### config.mk
export PLATFORM = sky130hd
export DESIGN_NAME = cache_dm_array
export DESIGN_NICKNAME = d
export VERILOG_FILES = /design/src/rtl/cache_dm_array_pkg.sv /design/src/rtl/cache_sdp_ram.sv /design/src/rtl/cache_dm_array.sv
export SDC_FILE = /design/constraint.sdc
export NUM_CORES = 1
export LEC_CHECK = 0
export CAP_MARGIN = 15
export CORE_ASPECT_RATIO = 0.75
export CORE_MARGIN = 2
export CORE_UTILIZATION = 60
export DETAILED_ROUTE_END_ITERATION = 10
export HOLD_SLACK_MARGIN = 0.08
export PLACE_DENSITY = 0.87
export SLEW_MARGIN = 20
export SYNTH_ARGS = -nofsm -noshare
export SYNTH_HDL_FRONTEND = slang
export SYNTH_SLANG_ARGS = --single-unit
export TNS_END_PERCENT = 5
### constraint.sdc
create_clock -name clk -period 8.3 [get_ports clk]
set_input_delay 2.075 -clock clk [delete_from_list [all_inputs] [get_ports clk]]
set_output_delay 2.075 -clock clk [all_outputs]
set_load 0.1 [all_outputs]
### src/rtl/cache_dm_array_pkg.sv
// Shared types and default geometry for the direct-mapped cache array.
package cache_dm_array_pkg;

  localparam int unsigned CACHE_ADDR_W  = 8;
  localparam int unsigned CACHE_INDEX_W = 4;
  localparam int unsigned CACHE_DATA_W  = 19;

  // IDLE services lookups/fills; FLUSH walks every index clearing valid bits.
  typedef enum logic [0:0] {
    IDLE  = 1'b0,
    FLUSH = 1'b1
  } cache_state_t;

endpackage : cache_dm_array_pkg

### src/rtl/cache_sdp_ram.sv
// Simple dual-port RAM: one write port, one registered read port.
// A read and write to the same address on the same edge returns the old
// contents; the cache top resolves that case with its own bypass.
module cache_sdp_ram #(
  parameter int unsigned AW = 4,
  parameter int unsigned DW = 8
) (
  input  logic          clk,
  input  logic          wr_en,
  input  logic [AW-1:0] wr_addr,
  input  logic [DW-1:0] wr_data,
  input  logic          rd_en,
  input  logic [AW-1:0] rd_addr,
  output logic [DW-1:0] rd_data
);

  logic [DW-1:0] mem_q [0:(2**AW)-1];
  logic [DW-1:0] rd_data_q;
  logic [DW-1:0] rd_data_d;

  // Read port holds its last value when no read is requested.
  always_comb begin
    rd_data_d = rd_data_q;
    if (rd_en) begin
      rd_data_d = mem_q[rd_addr];
    end else begin
      rd_data_d = rd_data_q;
    end
  end

  // Storage write; contents are intentionally not reset.
  always_ff @(posedge clk) begin
    if (wr_en) begin
      mem_q[wr_addr] <= wr_data;
    end
  end

  // Registered read data.
  always_ff @(posedge clk) begin
    rd_data_q <= rd_data_d;
  end

  assign rd_data = rd_data_q;

endmodule : cache_sdp_ram

### src/rtl/cache_dm_array.sv
// Direct-mapped cache array: {tag,data} RAM, valid bits, one-cycle lookup
// with write-first bypass against a same-cycle fill, and a sequential flush.
module cache_dm_array
  import cache_dm_array_pkg::*;
#(
  parameter int unsigned ADDR_W  = CACHE_ADDR_W,
  parameter int unsigned INDEX_W = CACHE_INDEX_W,
  parameter int unsigned DATA_W  = CACHE_DATA_W
) (
  input  logic              clk,
  input  logic              rst,
  input  logic              lookup_valid,
  input  logic [ADDR_W-1:0] lookup_addr,
  output logic              resp_valid,
  output logic              resp_hit,
  output logic [DATA_W-1:0] resp_data,
  input  logic              fill_en,
  input  logic [ADDR_W-1:0] fill_addr,
  input  logic [DATA_W-1:0] fill_data,
  input  logic              flush_req,
  output logic              busy
);

  localparam int unsigned TAG_W = ADDR_W - INDEX_W;
  localparam int unsigned LINES = 2 ** INDEX_W;
  localparam int unsigned ENT_W = TAG_W + DATA_W;

  // Address split
  logic [INDEX_W-1:0] lk_idx_s;
  logic [TAG_W-1:0]   lk_tag_s;
  logic [INDEX_W-1:0] fill_idx_s;
  logic [TAG_W-1:0]   fill_tag_s;

  assign lk_idx_s   = lookup_addr[INDEX_W-1:0];
  assign lk_tag_s   = lookup_addr[ADDR_W-1:INDEX_W];
  assign fill_idx_s = fill_addr[INDEX_W-1:0];
  assign fill_tag_s = fill_addr[ADDR_W-1:INDEX_W];

  // Control state
  cache_state_t       state_q, state_d;
  logic [INDEX_W-1:0] cnt_q, cnt_d;
  logic [LINES-1:0]   valid_q, valid_d;
  logic               lk_acc_s;
  logic               fill_acc_s;

  // Lookup pipeline stage
  logic               resp_valid_q, resp_valid_d;
  logic               line_valid_q, line_valid_d;
  logic               byp_q, byp_d;
  logic [TAG_W-1:0]   lk_tag_q, lk_tag_d;
  logic [TAG_W-1:0]   byp_tag_q, byp_tag_d;
  logic [DATA_W-1:0]  byp_data_q, byp_data_d;

  // Response resolution
  logic [ENT_W-1:0]   ram_rd_s;
  logic [TAG_W-1:0]   ram_tag_s;
  logic [DATA_W-1:0]  ram_data_s;
  logic               eff_valid_s;
  logic [TAG_W-1:0]   eff_tag_s;
  logic [DATA_W-1:0]  eff_data_s;
  logic               hit_s;

  cache_sdp_ram #(
    .AW (INDEX_W),
    .DW (ENT_W)
  ) u_ram (
    .clk     (clk),
    .wr_en   (fill_acc_s),
    .wr_addr (fill_idx_s),
    .wr_data ({fill_tag_s, fill_data}),
    .rd_en   (lk_acc_s),
    .rd_addr (lk_idx_s),
    .rd_data (ram_rd_s)
  );

  assign ram_tag_s  = ram_rd_s[ENT_W-1:DATA_W];
  assign ram_data_s = ram_rd_s[DATA_W-1:0];

  // Next state, flush walk, valid-bit update and request acceptance.
  always_comb begin
    state_d    = state_q;
    cnt_d      = cnt_q;
    valid_d    = valid_q;
    lk_acc_s   = 1'b0;
    fill_acc_s = 1'b0;
    case (state_q)
      IDLE: begin
        lk_acc_s   = lookup_valid;
        fill_acc_s = fill_en;
        if (fill_en) begin
          valid_d[fill_idx_s] = 1'b1;
        end else begin
          valid_d = valid_q;
        end
        if (flush_req) begin
          state_d = FLUSH;
          cnt_d   = {INDEX_W{1'b0}};
        end else begin
          state_d = IDLE;
        end
      end
      FLUSH: begin
        valid_d[cnt_q] = 1'b0;
        cnt_d          = cnt_q + INDEX_W'(1);
        if (cnt_q == {INDEX_W{1'b1}}) begin
          state_d = IDLE;
        end else begin
          state_d = FLUSH;
        end
      end
      default: begin
        state_d = FLUSH;
        cnt_d   = {INDEX_W{1'b0}};
      end
    endcase
  end

  // Capture everything the response needs, including a same-index fill.
  always_comb begin
    resp_valid_d = lk_acc_s;
    line_valid_d = valid_q[lk_idx_s];
    lk_tag_d     = lk_tag_s;
    byp_d        = fill_acc_s && (fill_idx_s == lk_idx_s);
    byp_tag_d    = fill_tag_s;
    byp_data_d   = fill_data;
  end

  // Write-first resolution and hit compare on the captured lookup.
  always_comb begin
    eff_valid_s = line_valid_q;
    eff_tag_s   = ram_tag_s;
    eff_data_s  = ram_data_s;
    if (byp_q) begin
      eff_valid_s = 1'b1;
      eff_tag_s   = byp_tag_q;
      eff_data_s  = byp_data_q;
    end else begin
      eff_valid_s = line_valid_q;
      eff_tag_s   = ram_tag_s;
      eff_data_s  = ram_data_s;
    end
    hit_s = resp_valid_q && eff_valid_s && (eff_tag_s == lk_tag_q);
  end

  // Control and response-qualifier flops; reset starts a full flush.
  always_ff @(posedge clk) begin
    if (rst) begin
      state_q      <= FLUSH;
      cnt_q        <= {INDEX_W{1'b0}};
      resp_valid_q <= 1'b0;
      line_valid_q <= 1'b0;
      byp_q        <= 1'b0;
    end else begin
      state_q      <= state_d;
      cnt_q        <= cnt_d;
      resp_valid_q <= resp_valid_d;
      line_valid_q <= line_valid_d;
      byp_q        <= byp_d;
    end
  end

  // Valid bits and datapath captures; cleared by the flush walk, not by reset.
  always_ff @(posedge clk) begin
    valid_q    <= valid_d;
    lk_tag_q   <= lk_tag_d;
    byp_tag_q  <= byp_tag_d;
    byp_data_q <= byp_data_d;
  end

  assign resp_valid = resp_valid_q;
  assign resp_hit   = hit_s;
  assign resp_data  = hit_s ? eff_data_s : {DATA_W{1'b0}};
  assign busy       = (state_q == FLUSH);

endmodule : cache_dm_array

==> run_results.csv <==
group,metric,value,unit
outcome,status,"finished, final reports clean",
power_and_ir_drop,pwr-share-comb,4.2,%
worst_setup_path,cp_max_fo,24,
synthesis,synth_cell_type_count,43,
global_route,grt-ovfl-total,0,
floorplanning,die_area,0.0296,sq mm
placed_design,place_ws,2.31,ns
finish,syn2layout_area_growth,13.5,%
worst_setup_path,timing.rr.start,"busy",
finish,fin_util,68.9,%
global_route,grt_use_total,25.3,%
synthesis,syn_inst,795,
power_and_ir_drop,swShare,20.0,%
floorplanning,boundaryPins,62,
synthesis,ys_ff_latch,442,
run,drv_cap,0,
floorplanning,start_util,60.8,%
synthesis,synth_ff_type,"edfxtp_1",
worst_setup_path,crit_type,"reg2out",
placed_design,place_congestion,0.832,
clocking,clock-sinks,442,
clocking,cts_root_buffer,"clkbuf_16",
placed_design,io_buffers,61,
clocking,cts_max_path_buffers,3,
synthesis,synth-seq-area-share,76.4,%
routing,drc,0,
worst_setup_path,arrival,4.44,ns
sta,slew_viol_final,0,
global_route,grt_pass1_wl,53800,um
clocking,clk_pin_slew,0.06,ns
worst_setup_path,required,6.23,ns
routing,drt_iter0_drc,890,
synthesis,synth_edf_count,407,
floorplanning,core,0.0279,sq mm
finish,layout-drive-gt1-share,20.9,%
synthesis,ys_warn_count,0,
sta,slew_headroom,32.6,%
synthesis,avgSynthCellArea,21.3,sq um
min_path,min_from,"cnt_q[2]",
clocking,clock_latency,0.53,ns
power_and_ir_drop,peakVddDrop,0.168,mV
worst_setup_path,start_kind,"register",
placed_design,dp_hpwl,19400,um
routing,wl_per_cell,28.3,um
sta,clock_skew,0.0124,ns
floorplanning,fp.dieW,198,um
power_and_ir_drop,leakagePower,0.00616,uW
clocking,cts_resized,0,
power_and_ir_drop,powerDensity,233,mW/mm^2
sta,finalSetupViolations,0,
routing,viasPerCell,6.62,
routing,vias,8393,
floorplanning,die_h,149,um
power_and_ir_drop,seqPwrFrac,55.0,%
sta,tns,0,ns
worst_setup_path,end_kind,"output port",
synthesis,syn_area,0.0169,sq mm
clocking,cts_hold_buf,0,
sta,grt_setup_unrepaired,"false",
power_and_ir_drop,p_int,3580,uW
sta,layout_setup_ws,1.79,ns
finish,fillers,1694,
global_route,antenna_found_initial,1,
power_and_ir_drop,power_switching,894,uW
min_path,holdCritPathClass,"reg2reg",
worst_setup_path,crit_start,"byp_q",
synthesis,synthArstFlopShare,0,%
clocking,post_cts_buffers,0,
finish,fin_nets,924,
power_and_ir_drop,p_clk_share,40.9,%
sta,hold_viol,0,
global_route,grt_pass1_vias,8567,
sta,worst_pin_slew,1.01,ns
routing,drtPass1Iterations,5,
clocking,cts_tree,"built",
clocking,cts_inserted_buffers,40,
routing,wl,35900,um
routing,ant_nets,0,
sta,fin_crit,6.51,ns
clocking,htree_num_levels,2,
sta,fmax,154,MHz
synthesis,syn_nets,839,
global_route,grt_max_degree,74,
sta,fin_crit_sh,78.5,%
floorplanning,rows,53,
[metal layers]
layer	up-vias	global-route usage (%)	part of all wire (%)
li1	3504	-	-
met2	501	41.4	49
met5	-	0	0
met1	4324	36.5	40
met3	64	4.17	8.9
met4	0	6.20	2.1
[worst paths after layout]
check / slack [ns] / end / cells past startpoint
setup / recovery: 1.79 / resp_data[14] / 6
hold / removal: 0.58 / cnt_q[2] / 2
setup reg to reg: 5.64 / u_ram.mem_q[5][9] / 3
hold reg to reg: 0.58 / cnt_q[2] / 2
[worst max-delay path: stages, from the launching register on]
cell and delay [ns]:
dfxtp_2 0.95, mux2i_1 0.31, mux2i_1 0.21, nand4_1 0.64
buf_4 0.48, nor2_1 0.15, clkdlybuf4s50_1 1.14
[cell usage after synthesis, types with 6 or more instances]
library cell  count  area [sq um]
nor2b_1           8          50.1
a22o_1           24           210
a31oi_1           6          37.5
nand3_1           6          30.0
mux4_1           20           526
buf_2            12          60.1
clkbuf_1         14          52.6
nor2_1           43           161
edfxtp_1        407         12200
mux2i_1          27           270
a221o_1          23           230
dfxtp_1          35           701
a21oi_1          31           155
nand2_1           6          22.5
mux4_2           74          1670
[placed cells by master (no fill, tap or decap), drive strengths merged, types with 3 or more instances in the layout]
cell type      instances
nor3                   3
xor2                   5
buf                   26
a31oi                  6
a22o                  24
nand2                  6
and2                   4
mux2i                 27
ha                     4
nor2b                  8
xnor2                  3
mux4                  94
inv                    6
clkinv                11
edfxtp               407
clkdlybuf4s50         59
nor2                  43
a221o                 23
a21oi                 31
clkbuf                55
clkinvlp               3
nand3                  6
dfxtp                 35
[cell families (layout without fill, tap and decap cells)]
group	Yosys count	in the layout	synth area share, %
other cells	0	1	0
compound gates	90	90	4.00
flops	442	442	76.4
buf+inv	47	162	2.02
mux	122	122	14.6
xor+xnor	8	8	0.414
simple gates	82	82	2.28
fa+ha+maj	4	4	0.296
[power by group through the flow]
stage	Sequential, uW	Combinational [uW]	Clock, uW
4_1_cts	2460	187	1850
6_report	2460	187	1830
3_5_place_dp	2510	185	0
5_1_grt	2460	202	1930
2_1_floorplan	2500	119	0
3_3_place_gp	2510	178	0
[registers in the layout (all words and copies together), names as in the netlist, 4 cells and up]
name,flops
valid_q,16
lk_tag_q,4
u_ram.mem_q,368
byp_data_q,19
u_ram.rd_data,23
cnt_q,4
byp_tag_q,4
[final cells by class]
cell class                 count  area (sq um)  share of cell area (%)
clock inverter                17           156                   0.814
inverter                       5          18.8                  0.0977
clock buffer                  55          1160                    6.03
antenna                        1          2.50                  0.0130
multi-input combinational    306          3710                    19.3
sequential                   442         12900                    67.3
tap                          357           447                    2.33
timing repair buffer          85           790                    4.11
[stage by stage]
step | area [sq um] | std cells | power [uW] | hold WS [ns]
CTS | 19200 | 1267 | 4500 | 0.578
detailed placement | 17900 | 1195 | 2690 | 0.561
finish | 19200 | 1268 | 4470 | 0.581
global route | 19200 | 1267 | 4590 | 0.604
floorplan | 16900 | 795 | 2620 | 0.498
global placement | 17900 | 1195 | 2680 | 0.541
(Power assumes the default switching activity.)
